`config.mk`:
```
export PLATFORM = sky130hd
export DESIGN_NAME = mem_arbiter_flat
export DESIGN_NICKNAME = d
export VERILOG_FILES = /design/src/rtl/mem_arb_pkg.sv /design/src/rtl/mem_arbiter_if.sv /design/src/rtl/rr_arb2.sv /design/src/rtl/mem_arbiter.sv /design/src/flat_wrapper.sv
export SDC_FILE = /design/constraint.sdc
export NUM_CORES = 1
export LEC_CHECK = 0
export CAP_MARGIN = 20
export CORE_MARGIN = 2
export CORE_UTILIZATION = 40
export DETAILED_ROUTE_END_ITERATION = 10
export HOLD_SLACK_MARGIN = 0.02
export PLACE_DENSITY = 0.92
export REMOVE_ABC_BUFFERS = 1
export SYNTH_ARGS = -nofsm -noshare
export SYNTH_HDL_FRONTEND = slang
export SYNTH_SLANG_ARGS = --single-unit
```
`constraint.sdc`:
```
create_clock -name clk -period 4.3 [get_ports clk]
set_input_delay 0.86 -clock clk [delete_from_list [all_inputs] [get_ports clk]]
set_output_delay 0.86 -clock clk [all_outputs]
set_load 0.02 [all_outputs]
```
`src/rtl/mem_arb_pkg.sv`:
```
// Shared types and defaults for the two-port RAM arbiter.
package mem_arb_pkg;

    localparam int unsigned DEF_ADDR_W = 12;
    localparam int unsigned DEF_DATA_W = 16;

    typedef enum logic {
        ARB    = 1'b0,
        LOCKED = 1'b1
    } arb_state_t;

    localparam logic PORT_F = 1'b0;
    localparam logic PORT_D = 1'b1;

endpackage

```
`src/rtl/mem_arbiter_if.sv`:
```
// Request/response handshakes for ports F and D plus the RAM-side bus.
interface mem_arbiter_if #(
    parameter int unsigned ADDR_W = mem_arb_pkg::DEF_ADDR_W,
    parameter int unsigned DATA_W = mem_arb_pkg::DEF_DATA_W
);
    logic              f_req;
    logic [ADDR_W-1:0] f_addr;
    logic              f_gnt;
    logic              f_rvalid;
    logic [DATA_W-1:0] f_rdata;

    logic              d_req;
    logic              d_we;
    logic              d_lock;
    logic [ADDR_W-1:0] d_addr;
    logic [DATA_W-1:0] d_wdata;
    logic              d_gnt;
    logic              d_rvalid;
    logic [DATA_W-1:0] d_rdata;

    logic              lock_err;

    logic [ADDR_W-1:0] ram_address;
    logic [DATA_W-1:0] ram_data_in;
    logic              ram_write_enable;
    logic              ram_read_enable;
    logic [DATA_W-1:0] ram_data_out;

    // Requesters and the RAM model drive this side.
    modport master (
        output f_req, f_addr, d_req, d_we, d_lock, d_addr, d_wdata, ram_data_out,
        input  f_gnt, f_rvalid, f_rdata, d_gnt, d_rvalid, d_rdata, lock_err,
        input  ram_address, ram_data_in, ram_write_enable, ram_read_enable
    );

    // The arbiter sits on this side.
    modport slave (
        input  f_req, f_addr, d_req, d_we, d_lock, d_addr, d_wdata, ram_data_out,
        output f_gnt, f_rvalid, f_rdata, d_gnt, d_rvalid, d_rdata, lock_err,
        output ram_address, ram_data_in, ram_write_enable, ram_read_enable
    );

endinterface

```
`src/rtl/rr_arb2.sv`:
```
// Two-requester round-robin picker, purely combinational.
module rr_arb2
    import mem_arb_pkg::*;
(
    input  logic [1:0] req,
    input  logic       last,
    output logic [1:0] gnt
);

    // A lone requester wins; on a tie the port that did not win last time goes.
    always_comb begin
        gnt = 2'b00;
        if (req[PORT_F] && req[PORT_D]) begin
            if (last == PORT_D) begin
                gnt[PORT_F] = 1'b1;
            end else begin
                gnt[PORT_D] = 1'b1;
            end
        end else begin
            gnt = req;
        end
    end

endmodule

```
`src/rtl/mem_arbiter.sv`:
```
// Shares one RAM between fetch (F) and load/store (D) with a bounded D lock.
module mem_arbiter
    import mem_arb_pkg::*;
#(
    parameter int unsigned ADDR_W   = DEF_ADDR_W,
    parameter int unsigned DATA_W   = DEF_DATA_W,
    parameter int unsigned LOCK_MAX = 8
) (
    input logic          clk,
    input logic          rst_n,
    mem_arbiter_if.slave bus
);

    localparam int unsigned LOCK_W = 8;

    arb_state_t        state;
    logic              last;
    logic [LOCK_W-1:0] lock_cnt;
    logic              lock_err_q;

    logic [1:0]        req;
    logic [1:0]        rr_gnt;
    logic              f_win;
    logic              d_win;

    logic [ADDR_W-1:0] addr_mux;
    logic [DATA_W-1:0] wdata_mux;
    logic              we_mux;
    logic              re_mux;

    logic              f_rvalid_q;
    logic              d_rvalid_q;
    logic [DATA_W-1:0] f_rdata_q;
    logic [DATA_W-1:0] d_rdata_q;

    // Request vector indexed by port id for the round-robin picker.
    always_comb begin
        req         = 2'b00;
        req[PORT_F] = bus.f_req;
        req[PORT_D] = bus.d_req;
    end

    rr_arb2 u_rr (
        .req  (req),
        .last (last),
        .gnt  (rr_gnt)
    );

    // Final grant: D only while locked, round-robin otherwise, nothing in reset.
    always_comb begin
        f_win = 1'b0;
        d_win = 1'b0;
        if (rst_n) begin
            if (state == LOCKED) begin
                d_win = bus.d_req;
            end else begin
                f_win = rr_gnt[PORT_F];
                d_win = rr_gnt[PORT_D];
            end
        end
    end

    // Route the winner's payload to the RAM; idle bus is all zero.
    always_comb begin
        addr_mux  = '0;
        wdata_mux = '0;
        we_mux    = 1'b0;
        re_mux    = 1'b0;
        if (f_win) begin
            addr_mux = bus.f_addr;
            re_mux   = 1'b1;
        end else if (d_win) begin
            addr_mux  = bus.d_addr;
            wdata_mux = bus.d_wdata;
            we_mux    = bus.d_we;
            re_mux    = !bus.d_we;
        end
    end

    // Arbitration state, round-robin history and lock timeout.
    always_ff @(posedge clk or negedge rst_n) begin
        if (!rst_n) begin
            state      <= ARB;
            last       <= PORT_F;
            lock_cnt   <= '0;
            lock_err_q <= 1'b0;
        end else begin
            lock_err_q <= 1'b0;
            if (f_win) last <= PORT_F;
            if (d_win) last <= PORT_D;
            case (state)
                ARB: begin
                    if (d_win && bus.d_lock) begin
                        state    <= LOCKED;
                        lock_cnt <= '0;
                    end
                end
                LOCKED: begin
                    lock_cnt <= lock_cnt + LOCK_W'(1);
                    if (d_win && !bus.d_lock) begin
                        state <= ARB;
                    end else if (lock_cnt == LOCK_W'(LOCK_MAX - 1)) begin
                        // Held for LOCK_MAX cycles: drop it and let F go first.
                        state      <= ARB;
                        lock_err_q <= 1'b1;
                        last       <= PORT_D;
                    end
                end
                default: state <= ARB;
            endcase
        end
    end

    // Capture read data for the granted reader; rvalid follows for one cycle.
    always_ff @(posedge clk or negedge rst_n) begin
        if (!rst_n) begin
            f_rvalid_q <= 1'b0;
            d_rvalid_q <= 1'b0;
            f_rdata_q  <= '0;
            d_rdata_q  <= '0;
        end else begin
            f_rvalid_q <= f_win;
            d_rvalid_q <= d_win && !bus.d_we;
            if (f_win) f_rdata_q <= bus.ram_data_out;
            if (d_win && !bus.d_we) d_rdata_q <= bus.ram_data_out;
        end
    end

    assign bus.f_gnt            = f_win;
    assign bus.d_gnt            = d_win;
    assign bus.f_rvalid         = f_rvalid_q;
    assign bus.f_rdata          = f_rdata_q;
    assign bus.d_rvalid         = d_rvalid_q;
    assign bus.d_rdata          = d_rdata_q;
    assign bus.lock_err         = lock_err_q;
    assign bus.ram_address      = addr_mux;
    assign bus.ram_data_in      = wdata_mux;
    assign bus.ram_write_enable = we_mux;
    assign bus.ram_read_enable  = re_mux;

endmodule
```
`src/flat_wrapper.sv`:
```
// flat-port wrapper written by rule: the top's interface ports become plain ports
module mem_arbiter_flat import mem_arb_pkg::*;
#(
    parameter int unsigned ADDR_W   = DEF_ADDR_W,
    parameter int unsigned DATA_W   = DEF_DATA_W,
    parameter int unsigned LOCK_MAX = 8
)
  (clk, rst_n, bus_f_req, bus_f_addr, bus_d_req, bus_d_we, bus_d_lock, bus_d_addr, bus_d_wdata, bus_ram_data_out, bus_f_gnt, bus_f_rvalid, bus_f_rdata, bus_d_gnt, bus_d_rvalid, bus_d_rdata, bus_lock_err, bus_ram_address, bus_ram_data_in, bus_ram_write_enable, bus_ram_read_enable);
  mem_arbiter_if #(.ADDR_W(ADDR_W), .DATA_W(DATA_W)) bus_i ();
  input logic clk;
  input logic rst_n;
  input wire logic [$bits(bus_i.f_req)-1:0] bus_f_req;
  input wire logic [$bits(bus_i.f_addr)-1:0] bus_f_addr;
  input wire logic [$bits(bus_i.d_req)-1:0] bus_d_req;
  input wire logic [$bits(bus_i.d_we)-1:0] bus_d_we;
  input wire logic [$bits(bus_i.d_lock)-1:0] bus_d_lock;
  input wire logic [$bits(bus_i.d_addr)-1:0] bus_d_addr;
  input wire logic [$bits(bus_i.d_wdata)-1:0] bus_d_wdata;
  input wire logic [$bits(bus_i.ram_data_out)-1:0] bus_ram_data_out;
  output wire logic [$bits(bus_i.f_gnt)-1:0] bus_f_gnt;
  output wire logic [$bits(bus_i.f_rvalid)-1:0] bus_f_rvalid;
  output wire logic [$bits(bus_i.f_rdata)-1:0] bus_f_rdata;
  output wire logic [$bits(bus_i.d_gnt)-1:0] bus_d_gnt;
  output wire logic [$bits(bus_i.d_rvalid)-1:0] bus_d_rvalid;
  output wire logic [$bits(bus_i.d_rdata)-1:0] bus_d_rdata;
  output wire logic [$bits(bus_i.lock_err)-1:0] bus_lock_err;
  output wire logic [$bits(bus_i.ram_address)-1:0] bus_ram_address;
  output wire logic [$bits(bus_i.ram_data_in)-1:0] bus_ram_data_in;
  output wire logic [$bits(bus_i.ram_write_enable)-1:0] bus_ram_write_enable;
  output wire logic [$bits(bus_i.ram_read_enable)-1:0] bus_ram_read_enable;
  assign bus_i.f_req = bus_f_req;
  assign bus_i.f_addr = bus_f_addr;
  assign bus_i.d_req = bus_d_req;
  assign bus_i.d_we = bus_d_we;
  assign bus_i.d_lock = bus_d_lock;
  assign bus_i.d_addr = bus_d_addr;
  assign bus_i.d_wdata = bus_d_wdata;
  assign bus_i.ram_data_out = bus_ram_data_out;
  assign bus_f_gnt = bus_i.f_gnt;
  assign bus_f_rvalid = bus_i.f_rvalid;
  assign bus_f_rdata = bus_i.f_rdata;
  assign bus_d_gnt = bus_i.d_gnt;
  assign bus_d_rvalid = bus_i.d_rvalid;
  assign bus_d_rdata = bus_i.d_rdata;
  assign bus_lock_err = bus_i.lock_err;
  assign bus_ram_address = bus_i.ram_address;
  assign bus_ram_data_in = bus_i.ram_data_in;
  assign bus_ram_write_enable = bus_i.ram_write_enable;
  assign bus_ram_read_enable = bus_i.ram_read_enable;
  mem_arbiter #(.ADDR_W(ADDR_W), .DATA_W(DATA_W), .LOCK_MAX(LOCK_MAX)) u_core (.clk(clk), .rst_n(rst_n), .bus(bus_i));
endmodule
```
==> summary.log, run 1 <==
qor: finish.utilization 0.698
qor: clock_network.cts-root-to-sink-buffers 2
qor: clock_network.clkSlewWorstSetupHoldPaths 0.08 ns
qor: finish.mostFrequentLayoutCells sky130_fd_sc_hd__clkdlybuf4s50_1, sky130_fd_sc_hd__dfrtp_1, sky130_fd_sc_hd__mux2_2
qor: critical_path.path_max_fanout 30
qor: outcome.outcome completed
qor: global_route.grt_use_total 0.209
qor: critical_path.cp_num_cells 6
qor: critical_path.critical-path-top-cell-by-count sky130_fd_sc_hd__clkdlybuf4s50_1
qor: floorplanning.core_region_area 5110 sq um
qor: routing.drcViolationCount 0
qor: sta.tightest_slew 0.518 ns
qor: finish.synthToLayoutAreaGrowth 68.3%
qor: synthesis.avgSynthCellArea 12.9 sq um
qor: global_route.grt_pass1_vias 1870
qor: routing.post_drt_wl_per_cell 16.6 um
qor: clock_network.numClockSinks 45
qor: sta.slew_headroom 0.654
qor: sta.rsz_0062_raised_after_global_routing false
qor: critical_path.path_cells clkdlybuf4s50_1, nand2_1, nor2_1, buf_4, a22o_1, clkdlybuf4s50_1
qor: routing.route.antenna.remaining_nets 0
qor: floorplanning.fp-row-count 26
qor: global_route.grt_start_max_net_pins 31
qor: synthesis.synth_seq_cells 45
qor: critical_path.setup.worst_path.end_class output pin
qor: critical_path.worstSetupPathType input pin to output pin
qor: place.port-buffer-count 128
qor: finish.post_route_cells_drive_above_1_share 0.173
qor: floorplanning.fp.dieW 76.8 um
qor: worst_hold_path.class_of_the_tightest_hold_or_removal_check register to register
qor: power.irDropWorstVdd 0.364 mV
qor: clock_network.tritoncts.num_buffers 5
qor: clock_network.cts-resized-gates 0
qor: place.globalplace.congestion 0.803
qor: critical_path.critPathMaxStageDelay 0.61 ns
qor: critical_path.critPathLaunchType input pin
qor: critical_path.cp_num_buf_inv 3
qor: place.dp_hpwl 4620 um
qor: synthesis.post_synth_inst_count 164
qor: critical_path.worst-endpoint-arrival 2.80 ns
qor: floorplanning.die-area 5890 sq um
qor: routing.routed_wl 6050 um
qor: floorplanning.boundaryPins 129
qor: clock_network.cts_tree built
qor: finish.finish.instance_area 3560 sq um
qor: place.placed_area 3460 sq um
qor: sta.timing.clock.skew 0.00436 ns
qor: clock_network.postCtsHoldBufs 0
qor: global_route.wire_length_of_the_first_global_routing_pass 9760 um
qor: global_route.antenna_found_initial 0
qor: flow_run.maxCapViolations 0
qor: sta.fmax 0.273 GHz
qor: sta.ratio_of_final_minimum_period_to_clock_period 0.852
qor: global_route.overflow 0
qor: synthesis.ys_warn_count 0
qor: critical_path.crit_family buffers and inverters
qor: sta.finalSetupViolCount 0
qor: finish.antenna-diode-count 0
qor: routing.vias 1840
qor: routing.ratio_of_routed_vias_to_standard_cells 5.05
qor: synthesis.syn-cell-area 2120 sq um
qor: critical_path.timing.critical_path.slowest_stage_cell sky130_fd_sc_hd__clkdlybuf4s50_1
qor: synthesis.netlist-cell-type-count 33
qor: clock_network.cts-root-buf sky130_fd_sc_hd__clkbuf_8
qor: clock_network.clock_insertion_delay_worst_skew 0.29 ns
qor: routing.pre_repair_dr_iteration_count 4
qor: power.power.density 466 nW/um^2
qor: synthesis.yosysSeqAreaShare 0.532
qor: sta.final_period_minus_worst_setup_slack 3.66 ns
qor: clock_network.cts_post_setup_buffers_inserted 0
qor: floorplanning.dieHeight 76.8 um
qor: finish.nets 357
qor: finish.fill_cells 383
qor: sta.slew_violations 0
qor: clock_network.htreeDepth 2
qor: critical_path.critPathRequiredTime 3.44 ns
qor: sta.hold_violations 0
qor: place.dp.cells 357
qor: routing.drt_iter0_markers 56
qor: critical_path.worstRegToRegCells 4
qor: power.power.leakage 1.48 nW
qor: floorplanning.initial_cell_density_of_the_core 0.415
qor: finish.finalNonFillerCells 364
qor: finish.final_common_cell sky130_fd_sc_hd__clkdlybuf4s50_1
qor: sta.timing.hold.ws 0.513 ns
qor: worst_hold_path.timing.hold.worst_path_depth 1
[synth_stat cells]
cell type	count	area, sq um
sky130_fd_sc_hd__nand3_1	5	25.0
sky130_fd_sc_hd__or2_2	2	12.5
sky130_fd_sc_hd__buf_8	1	15.0
sky130_fd_sc_hd__nor3_4	1	16.3
sky130_fd_sc_hd__o21ai_0	4	20.0
sky130_fd_sc_hd__a211o_1	1	8.76
sky130_fd_sc_hd__buf_6	1	11.3
sky130_fd_sc_hd__nor3_1	3	15.0
sky130_fd_sc_hd__a21oi_1	4	20.0
sky130_fd_sc_hd__nand4_1	1	6.26
sky130_fd_sc_hd__or3_1	1	6.26
sky130_fd_sc_hd__and3_1	1	6.26
sky130_fd_sc_hd__and2_1	17	106
sky130_fd_sc_hd__mux2_4	8	120
sky130_fd_sc_hd__mux2_2	25	282
sky130_fd_sc_hd__xnor2_1	2	17.5
sky130_fd_sc_hd__clkbuf_1	4	15.0
sky130_fd_sc_hd__buf_4	1	7.51
sky130_fd_sc_hd__nor2b_1	2	12.5
sky130_fd_sc_hd__dfrtp_1	45	1130
sky130_fd_sc_hd__buf_2	3	15.0
sky130_fd_sc_hd__and3b_1	1	8.76
sky130_fd_sc_hd__xor2_1	1	8.76
sky130_fd_sc_hd__ha_1	1	12.5
sky130_fd_sc_hd__nor4b_1	1	8.76
sky130_fd_sc_hd__nand2_1	5	18.8
sky130_fd_sc_hd__o31a_1	1	8.76
sky130_fd_sc_hd__o211a_1	1	10.0
sky130_fd_sc_hd__o211ai_1	2	15.0
sky130_fd_sc_hd__nor2_1	1	3.75
sky130_fd_sc_hd__or4b_2	1	10.0
sky130_fd_sc_hd__a22o_1	16	140
sky130_fd_sc_hd__or4_1	1	7.51
[layer usage]
layer	part of all wire	up-vias	global-route usage
met1	0.41	890	0.246
met4	0.014	0	0.0582
met5	0	-	0
li1	-	855	-
met3	0.070	7	0.0506
met2	0.51	88	0.376
[path summary, 6_finish.rpt]
path                                                    start                                 end  slack, ns
min reg2reg                u_core.bus.f_rdata[11]$_DFFE_PN0P_  u_core.bus.f_rdata[11]$_DFFE_PN0P_       0.51
min in group asynchronous                               rst_n   u_core.bus.f_rdata[7]$_DFFE_PN0P_       0.53
max in group asynchronous                               rst_n  u_core.bus.d_rdata[14]$_DFFE_PN0P_       3.05
max                                                 bus_d_req                  bus_ram_address[8]       0.64
min                        u_core.bus.f_rdata[11]$_DFFE_PN0P_  u_core.bus.f_rdata[11]$_DFFE_PN0P_       0.51
max reg2reg                            u_core.state$_DFF_PN0_   u_core.bus.d_rdata[5]$_DFFE_PN0P_       2.26
[power by group]
part	switching, mW	leakage (nW)	total [mW]	internal, mW
logic	0.311	0.881	0.709	0.397
clock network	0.137	0.0540	0.306	0.169
registers	0.0963	0.547	0.645	0.548
total	0.544	1.48	1.66	1.11
[cell families (layout without fill, tap and decap cells)]
kind of cell | Yosys count | after routing | synth area share
multiplexers | 33 | 33 | 0.190
AO/OA/AOI/OAI | 29 | 29 | 0.105
adder cells (fa/ha/maj) | 1 | 1 | 0.00591
XOR/XNOR | 3 | 3 | 0.0124
AND/OR/NAND/NOR | 43 | 43 | 0.125
buffers and inverters | 10 | 140 | 0.0301
flip-flops | 45 | 45 | 0.532
[layout make-up]
| cell class | count | area [sq um] | area share |
|---|---|---|---|
| tap | 70 | 87.6 | 0.0246 |
| clock inverter | 2 | 35.0 | 0.00983 |
| multi-input combinational | 109 | 932 | 0.262 |
| sequential | 45 | 1130 | 0.316 |
| timing repair buffer | 133 | 1310 | 0.369 |
| clock buffer | 5 | 68.8 | 0.0193 |
[flip-flops by register name (all words and copies together) (netlist names)]
signal and cells:
u_core.bus.f_rvalid 1, u_core.lock_cnt 8, u_core.last 1, u_core.bus.d_rvalid 1, u_core.bus.lock_err 1, u_core.bus.d_rdata 16, u_core.bus.f_rdata 16, u_core.state 1
[worst register-to-register path, stage by stage (launching register included)]
cell and delay (ns):
sky130_fd_sc_hd__dfrtp_1 0.67, sky130_fd_sc_hd__and3b_1 0.32, sky130_fd_sc_hd__nor3_4 0.24, sky130_fd_sc_hd__buf_4 0.32
sky130_fd_sc_hd__mux2_2 0.38
[per-stage QoR]
| stage | TNS, ns | setup slack, ns | total power, mW |
|---|---|---|---|
| 3_3_place_gp | 0 | 0.678 | 1.34 |
| 5_1_grt | 0 | 0.448 | 1.75 |
| 4_1_cts | 0 | 0.625 | 1.67 |
| 6_report | 0 | 0.636 | 1.66 |
| 3_5_place_dp | 0 | 0.622 | 1.36 |
| 2_1_floorplan | -2.64 | -0.206 | 0.990 |
Note: power is estimated with default switching activity, not from simulation.
==> inputs of run 2 (changes only) <==
--- a/config.mk
+++ b/config.mk
@@ -10,8 +10,9 @@
 export CORE_UTILIZATION = 40
 export DETAILED_ROUTE_END_ITERATION = 10
 export HOLD_SLACK_MARGIN = 0.02
-export PLACE_DENSITY = 0.92
+export PLACE_DENSITY_LB_ADDON = 0.1
 export REMOVE_ABC_BUFFERS = 1
+export SLEW_MARGIN = 40
 export SYNTH_ARGS = -nofsm -noshare
 export SYNTH_HDL_FRONTEND = slang
 export SYNTH_SLANG_ARGS = --single-unit
==> constraint.sdc (replaced) <==
create_clock -name clk -period 4.65 [get_ports clk]
set_input_delay 0.93 -clock clk [delete_from_list [all_inputs] [get_ports clk]]
set_output_delay 0.93 -clock clk [all_outputs]
set_load 0.02 [all_outputs]
==> run 2 against run 1 <==
Global-route usage shrank 0.92 points. Power shrank 11%. Largest power group unchanged. Die area is the same. Sequential cell count is the same. Setup slack gained 0.18 ns. Utilization shrank 0.49 points. Critical path type unchanged. Cell count is the same.
==> summary.log, run 2 (synthesis gave the netlist of run 1 again) <==
qor: finish.synthToLayoutAreaGrowth 67.1%
qor: power.power.net_switching 0.499 mW [-8.3%]
qor: sta.setup_tns 0 ns [unchanged]
qor: sta.slew_violations 0 [unchanged]
qor: power.p_sw_frac 0.338 [+0.0101]
qor: clock_network.cts-root-to-sink-buffers 2 [unchanged]
qor: sta.fmax 0.261 GHz
qor: routing.drcViolationCount 0 [unchanged]
qor: global_route.grt_pass1_vias 1732 [-7.4%]
qor: finish.nets 356 [-0.28%]
qor: sta.timing.hold.ws 0.445 ns [-0.0682 ns]
qor: sta.tightest_slew 0.536 ns [+0.0176 ns]
qor: global_route.antenna_found_initial 0 [unchanged]
qor: floorplanning.fp-row-count 26 [unchanged]
qor: clock_network.cts_tree built
qor: routing.vias 1768 [-3.9%]
qor: flow_run.maxCapViolations 0 [unchanged]
qor: sta.slew_headroom 0.643 [-0.0117]
qor: power.power.density 417 nW/um^2 [-10%]
qor: sta.finalSetupViolCount 0 [unchanged]
qor: place.dp_hpwl 4430 um [-4.0%]
qor: clock_network.postCtsHoldBufs 0 [unchanged]
qor: sta.final_period_minus_worst_setup_slack 3.84 ns
qor: sta.ratio_of_final_minimum_period_to_clock_period 0.825
qor: outcome.outcome completed
qor: power.cell_internal_pwr 0.977 mW [-12%]
qor: clock_network.clock_insertion_delay_worst_skew 0.30 ns [about the same]
qor: global_route.wire_length_of_the_first_global_routing_pass 9320 um [-4.5%]
qor: clock_network.numClockSinks 45 [unchanged]
qor: critical_path.setup.worst_path.end_class output pin
qor: finish.antenna-diode-count 0 [unchanged]
qor: routing.drt_iter0_markers 72 [+29%]
qor: critical_path.critPathMaxStageDelay 0.60 ns [about the same]
qor: sta.timing.clock.skew 0.00791 ns [+0.00355 ns]
qor: worst_hold_path.class_of_the_tightest_hold_or_removal_check input pin to async pin
qor: floorplanning.boundaryPins 129 [unchanged]
qor: power.power.leakage 1.47 nW [-1.0%]
qor: routing.pre_repair_dr_iteration_count 4 [unchanged]
qor: global_route.overflow 0 [unchanged]
qor: critical_path.worstSetupPathType input pin to output pin
qor: power.irDropWorstVdd 0.304 mV [-16%]
qor: global_route.grt_start_max_net_pins 44 [+42%]
qor: critical_path.critPathLaunchType input pin
qor: place.placed_area 3450 sq um [-0.22%]
qor: power.seq_power_share 0.399 [+0.010]
qor: floorplanning.initial_cell_density_of_the_core 0.415 [unchanged]
qor: finish.post_route_cells_drive_above_1_share 0.173 [unchanged]
qor: sta.hold_violations 0 [unchanged]
qor: finish.utilization 0.693 [-0.00490]
qor: power.comb_power_share 0.441 [+0.014]
qor: routing.routed_wl 5830 um [-3.6%]
qor: floorplanning.fp.dieW 76.8 um [unchanged]
qor: floorplanning.dieHeight 76.8 um [unchanged]
qor: power.power.clock.fraction 0.159 [-0.025]
qor: floorplanning.die-area 5890 sq um [unchanged]
qor: clock_network.clkSlewWorstSetupHoldPaths 0.09 ns [about the same]
qor: clock_network.cts-resized-gates 0 [unchanged]
qor: critical_path.path_cells clkdlybuf4s50_1, nor2b_1, nor3_2, buf_4, a22o_1, clkdlybuf4s50_1
qor: clock_network.htreeDepth 2 [unchanged]
qor: routing.route.antenna.remaining_nets 0 [unchanged]
qor: critical_path.worst-endpoint-arrival 2.91 ns [+0.11 ns]
qor: finish.finish.instance_area 3540 sq um [-0.70%]
qor: place.globalplace.congestion 0.827 [+3.0%]
qor: global_route.grt_use_total 0.199 [-0.00920]
qor: sta.rsz_0062_raised_after_global_routing false
qor: place.port-buffer-count 128 [unchanged]
qor: floorplanning.core_region_area 5110 sq um [unchanged]
qor: routing.post_drt_wl_per_cell 16.0 um [-3.6%]
qor: finish.final_common_cell sky130_fd_sc_hd__clkdlybuf4s50_1
qor: critical_path.critPathRequiredTime 3.72 ns [+0.28 ns]
qor: clock_network.cts_post_setup_buffers_inserted 0 [unchanged]
qor: critical_path.timing.critical_path.slowest_stage_cell sky130_fd_sc_hd__clkdlybuf4s50_1
qor: critical_path.path_max_fanout 31 [+3.3%]
qor: finish.mostFrequentLayoutCells sky130_fd_sc_hd__clkdlybuf4s50_1, sky130_fd_sc_hd__dfrtp_1, sky130_fd_sc_hd__mux2_2
qor: routing.ratio_of_routed_vias_to_standard_cells 4.86 [-3.9%]
qor: clock_network.tritoncts.num_buffers 5 [unchanged]
qor: critical_path.critical-path-top-cell-by-count sky130_fd_sc_hd__clkdlybuf4s50_1
qor: clock_network.cts-root-buf sky130_fd_sc_hd__clkbuf_8
## run 2: changes by cell type in the layout (fill, tap and decap cells not counted)
cell	delta
sky130_fd_sc_hd__bufinv_16	-1
sky130_fd_sc_hd__clkinvlp_4	+1
sky130_fd_sc_hd__buf_4	-1
sky130_fd_sc_hd__clkinv_2	+1
## run 2: cell type report
| class | count | area [sq um] |
|---|---|---|
| sequential | 45 | 1130 |
| multi-input combinational | 109 | 932 |
| fill | 393 | 1570 |
| timing repair buffer | 132 | 1310 |
| clock buffer | 5 | 68.8 |
| tap | 70 | 87.6 |
| clock inverter | 3 | 17.5 |
## run 2: power by group through the flow
stage / clock network [mW] / logic [mW] / registers, mW
floorplan: 0 / 0.216 / 0.699
global placement: 0 / 0.650 / 0.593
detailed placement: 0 / 0.657 / 0.597
CTS: 0.244 / 0.659 / 0.590
global route: 0.259 / 0.691 / 0.605
finish: 0.235 / 0.651 / 0.590
## run 2: worst max-delay path: cells and delay by family
kind,cells,cell delay [ns]
AND/OR/NAND/NOR,2,0.32
buffers and inverters,3,1.44
AO/OA/AOI/OAI,1,0.21
## run 2: path summary, 6_finish.rpt
path / from / slack, ns / end / depth (start not counted)
max: bus_d_req / 0.81 / bus_ram_address[1] / 6
min: rst_n / 0.45 / u_core.last$_DFF_PN0_ / 1
max reg2reg: u_core.state$_DFF_PN0_ / 2.61 / u_core.bus.d_rdata[4]$_DFFE_PN0P_ / 4
min reg2reg: u_core.bus.f_rdata[12]$_DFFE_PN0P_ / 0.51 / u_core.bus.f_rdata[12]$_DFFE_PN0P_ / 1
max in group asynchronous: rst_n / 3.44 / u_core.bus.d_rdata[9]$_DFFE_PN0P_ / 2
min in group clk: u_core.bus.f_rdata[12]$_DFFE_PN0P_ / 0.51 / u_core.bus.f_rdata[12]$_DFFE_PN0P_ / 1
## run 2: metrics by stage
step	power [mW]	cells	setup slack, ns
after floorplan	0.915	154	0.00434
after global placement	1.24	356	0.861
after detailed placement	1.25	356	0.823
after CTS	1.49	364	0.813
after global routing	1.55	364	0.711
final	1.48	364	0.813
## run 2: metal layers
layer	global-route usage	vias to the layer above	wire [um]
met4	0.0600	0	46
met1	0.247	840	2440
met5	0	-	0
met3	0.0718	6	476
li1	-	852	-
met2	0.327	70	2860
==> inputs of run 3 (changes only) <==
--- a/config.mk
+++ b/config.mk
@@ -7,7 +7,7 @@
 export LEC_CHECK = 0
 export CAP_MARGIN = 20
 export CORE_MARGIN = 2
-export CORE_UTILIZATION = 40
+export CORE_UTILIZATION = 37
 export DETAILED_ROUTE_END_ITERATION = 10
 export HOLD_SLACK_MARGIN = 0.02
 export PLACE_DENSITY_LB_ADDON = 0.1
==> constraint.sdc (replaced) <==
create_clock -name clk -period 3.7 [get_ports clk]
set_input_delay 0.74 -clock clk [delete_from_list [all_inputs] [get_ports clk]]
set_output_delay 0.74 -clock clk [all_outputs]
set_load 0.02 [all_outputs]
==> run 3 against run 2 <==
Combinational power grew 27%. Register-to-register slack lost 0.97 ns. Count of clock-buffer cells in the layout is 2 higher. Cell count grew 0.55%. Sequential share of layout area shrank 0.22 points. Critical path type unchanged. Largest cell class unchanged. Largest power group unchanged.
==> summary.log, run 3 (synthesis gave the netlist of run 1 again) <==
qor: outcome.outcome completed
qor: place.port-buffer-count 128 [unchanged]
qor: power.power.clock.fraction 0.158 [about the same]
qor: global_route.grt_start_max_net_pins 47 [+6.8%]
qor: finish.post_route_cells_drive_above_1_share 0.167 [-0.00680]
qor: clock_network.numClockSinks 45 [unchanged]
qor: critical_path.regToRegSetupSlack 1.64 ns [-0.97 ns]
qor: critical_path.setup.worst_path.end_class output pin
qor: clock_network.cts-root-to-sink-buffers 2 [unchanged]
qor: floorplanning.boundaryPins 129 [unchanged]
qor: floorplanning.die-area 6340 sq um [+7.7%]
qor: routing.drcViolationCount 0 [unchanged]
qor: power.power.net_switching 0.629 mW [+26%]
qor: clock_network.cts_tree built
qor: finish.antenna-diode-count 0 [unchanged]
qor: finish.synthToLayoutAreaGrowth 68.3%
qor: sta.timing.clock.skew 0.00939 ns [+0.00148 ns]
qor: finish.final_common_cell sky130_fd_sc_hd__clkdlybuf4s50_1
qor: finish.fill_cells 447 [+14%]
qor: floorplanning.initial_cell_density_of_the_core 0.384 [-0.0300]
qor: critical_path.path_max_fanout 30 [-3.2%]
qor: critical_path.critPathRequiredTime 2.96 ns [-0.76 ns]
qor: routing.pre_repair_dr_iteration_count 4 [unchanged]
qor: sta.slew_violations 0 [unchanged]
qor: critical_path.worst-endpoint-arrival 2.67 ns [-0.24 ns]
qor: global_route.grt_pass1_vias 1756 [+1.4%]
qor: critical_path.worstRegToRegCells 4 [unchanged]
qor: sta.setup_tns 0 ns [unchanged]
qor: critical_path.regToRegEndpoint u_core.bus.d_rdata[6]$_DFFE_PN0P_
qor: sta.rsz_0062_raised_after_global_routing false
qor: power.power.leakage 1.47 nW [about the same]
qor: sta.tightest_slew 0.568 ns [+0.0322 ns]
qor: critical_path.worstSetupPathType input pin to output pin
qor: finish.finish.instance_area 3560 sq um [+0.71%]
qor: critical_path.cp-endpoint bus_ram_address[4]
qor: finish.nets 356 [unchanged]
qor: critical_path.critPathLaunchType input pin
qor: clock_network.cts-resized-gates 0 [unchanged]
qor: floorplanning.core_region_area 5510 sq um [+7.8%]
qor: clock_network.htreeDepth 2 [unchanged]
qor: routing.drt_iter0_markers 79 [+9.7%]
qor: place.dp.cells 358 [+0.56%]
qor: power.power.density 524 nW/um^2 [+25%]
qor: routing.routed_wl 5840 um [+0.19%]
qor: global_route.grt_use_total 0.180 [-0.0196]
qor: routing.vias 1742 [-1.5%]
qor: sta.slew_headroom 0.621 [-0.0214]
qor: global_route.antenna_found_initial 0 [unchanged]
qor: floorplanning.dieHeight 79.6 um [+3.8%]
qor: clock_network.postCtsHoldBufs 0 [unchanged]
qor: place.dp_hpwl 4300 um [-3.0%]
qor: sta.hold_violations 0 [unchanged]
qor: global_route.overflow 0 [unchanged]
qor: routing.ratio_of_routed_vias_to_standard_cells 4.76 [-2.0%]
qor: flow_run.maxCapViolations 0 [unchanged]
qor: critical_path.rr_startpoint u_core.state$_DFF_PN0_
qor: clock_network.clock_insertion_delay_worst_skew 0.29 ns [about the same]
qor: clock_network.cts-root-buf sky130_fd_sc_hd__clkbuf_8
qor: routing.post_drt_wl_per_cell 16.0 um [-0.36%]
qor: sta.ratio_of_final_minimum_period_to_clock_period 0.921
qor: sta.finalSetupViolCount 0 [unchanged]
qor: finish.mostFrequentLayoutCells sky130_fd_sc_hd__clkdlybuf4s50_1, sky130_fd_sc_hd__dfrtp_1, sky130_fd_sc_hd__mux2_2
qor: power.comb_power_share 0.445 [+0.004]
qor: power.cell_internal_pwr 1.24 mW [+27%]
qor: floorplanning.fp.dieW 79.6 um [+3.8%]
qor: critical_path.crit_start bus_f_req
qor: power.p_sw_frac 0.337 [-0.00109]
qor: place.globalplace.congestion 0.747 [-9.7%]
qor: global_route.wire_length_of_the_first_global_routing_pass 8970 um [-3.7%]
qor: clock_network.cts_post_setup_buffers_inserted 0 [unchanged]
qor: power.seq_power_share 0.398 [about the same]
qor: floorplanning.fp-row-count 27 [+3.8%]
qor: sta.final_period_minus_worst_setup_slack 3.41 ns
qor: worst_hold_path.class_of_the_tightest_hold_or_removal_check input pin to async pin
qor: clock_network.clkSlewWorstSetupHoldPaths 0.08 ns [about the same]
qor: sta.fmax 0.293 GHz
qor: finish.finalNonFillerCells 366 [+0.55%]
qor: power.irDropWorstVdd 0.362 mV [+19%]
qor: place.placed_area 3480 sq um [+0.80%]
qor: routing.route.antenna.remaining_nets 0 [unchanged]
qor: clock_network.tritoncts.num_buffers 5 [unchanged]
## run 3: per-stage QoR
stage	setup slack [ns]	power [mW]	utilization	hold slack, ns
final	0.291	1.87	0.647	0.261
after global routing	0.224	1.97	0.647	0.243
after CTS	0.298	1.88	0.647	0.253
after detailed placement	0.308	1.58	0.632	0.495
after global placement	0.347	1.57	0.632	0.489
after floorplan	-0.566	1.15	-	0.444
## run 3: worst min path at each step
stage                                      startpoint                                 to  slack, ns
global placement    u_core.bus.d_rdata[3]$_DFFE_PN0P_  u_core.bus.d_rdata[3]$_DFFE_PN0P_       0.49
global route                                    rst_n      u_core.bus.lock_err$_DFF_PN0_       0.24
CTS                                             rst_n      u_core.bus.lock_err$_DFF_PN0_       0.25
detailed placement  u_core.bus.f_rdata[1]$_DFFE_PN0P_  u_core.bus.f_rdata[1]$_DFFE_PN0P_       0.50
finish                                          rst_n      u_core.bus.lock_err$_DFF_PN0_       0.26
floorplan                                       rst_n  u_core.bus.d_rdata[0]$_DFFE_PN0P_       0.44
## run 3: critical path, cell delays in order
cell and delay, ns:
sky130_fd_sc_hd__clkdlybuf4s50_1 0.50, sky130_fd_sc_hd__and3b_1 0.33, sky130_fd_sc_hd__nor2_1 0.12, sky130_fd_sc_hd__buf_12 0.17
sky130_fd_sc_hd__a22o_1 0.24, sky130_fd_sc_hd__clkdlybuf4s50_1 0.55
## run 3: final cells by class
type | count | area [sq um] | area share
clock buffers | 7 | 76.3 | 0.0214
multi-input cells | 109 | 932 | 0.262
clock inverters | 1 | 7.51 | 0.00211
flip-flops and latches | 45 | 1130 | 0.316
well taps | 72 | 90.1 | 0.0253
repair buffers | 132 | 1330 | 0.374
## run 3: per-layer routing
metal / track usage / vias up / routed length, um
met5: 0 / - / 0
met4: 0.0328 / 0 / 41
met3: 0.0532 / 4 / 298
li1: - / 851 / -
met2: 0.286 / 42 / 3000
met1: 0.246 / 845 / 2500
## run 3: power groups by stage
stage | Clock [mW] | Sequential (mW) | Combinational (mW)
6_report | 0.294 | 0.742 | 0.829
3_3_place_gp | 0 | 0.743 | 0.828
2_1_floorplan | 0 | 0.878 | 0.272
4_1_cts | 0.303 | 0.744 | 0.838
5_1_grt | 0.328 | 0.763 | 0.875
3_5_place_dp | 0 | 0.749 | 0.833
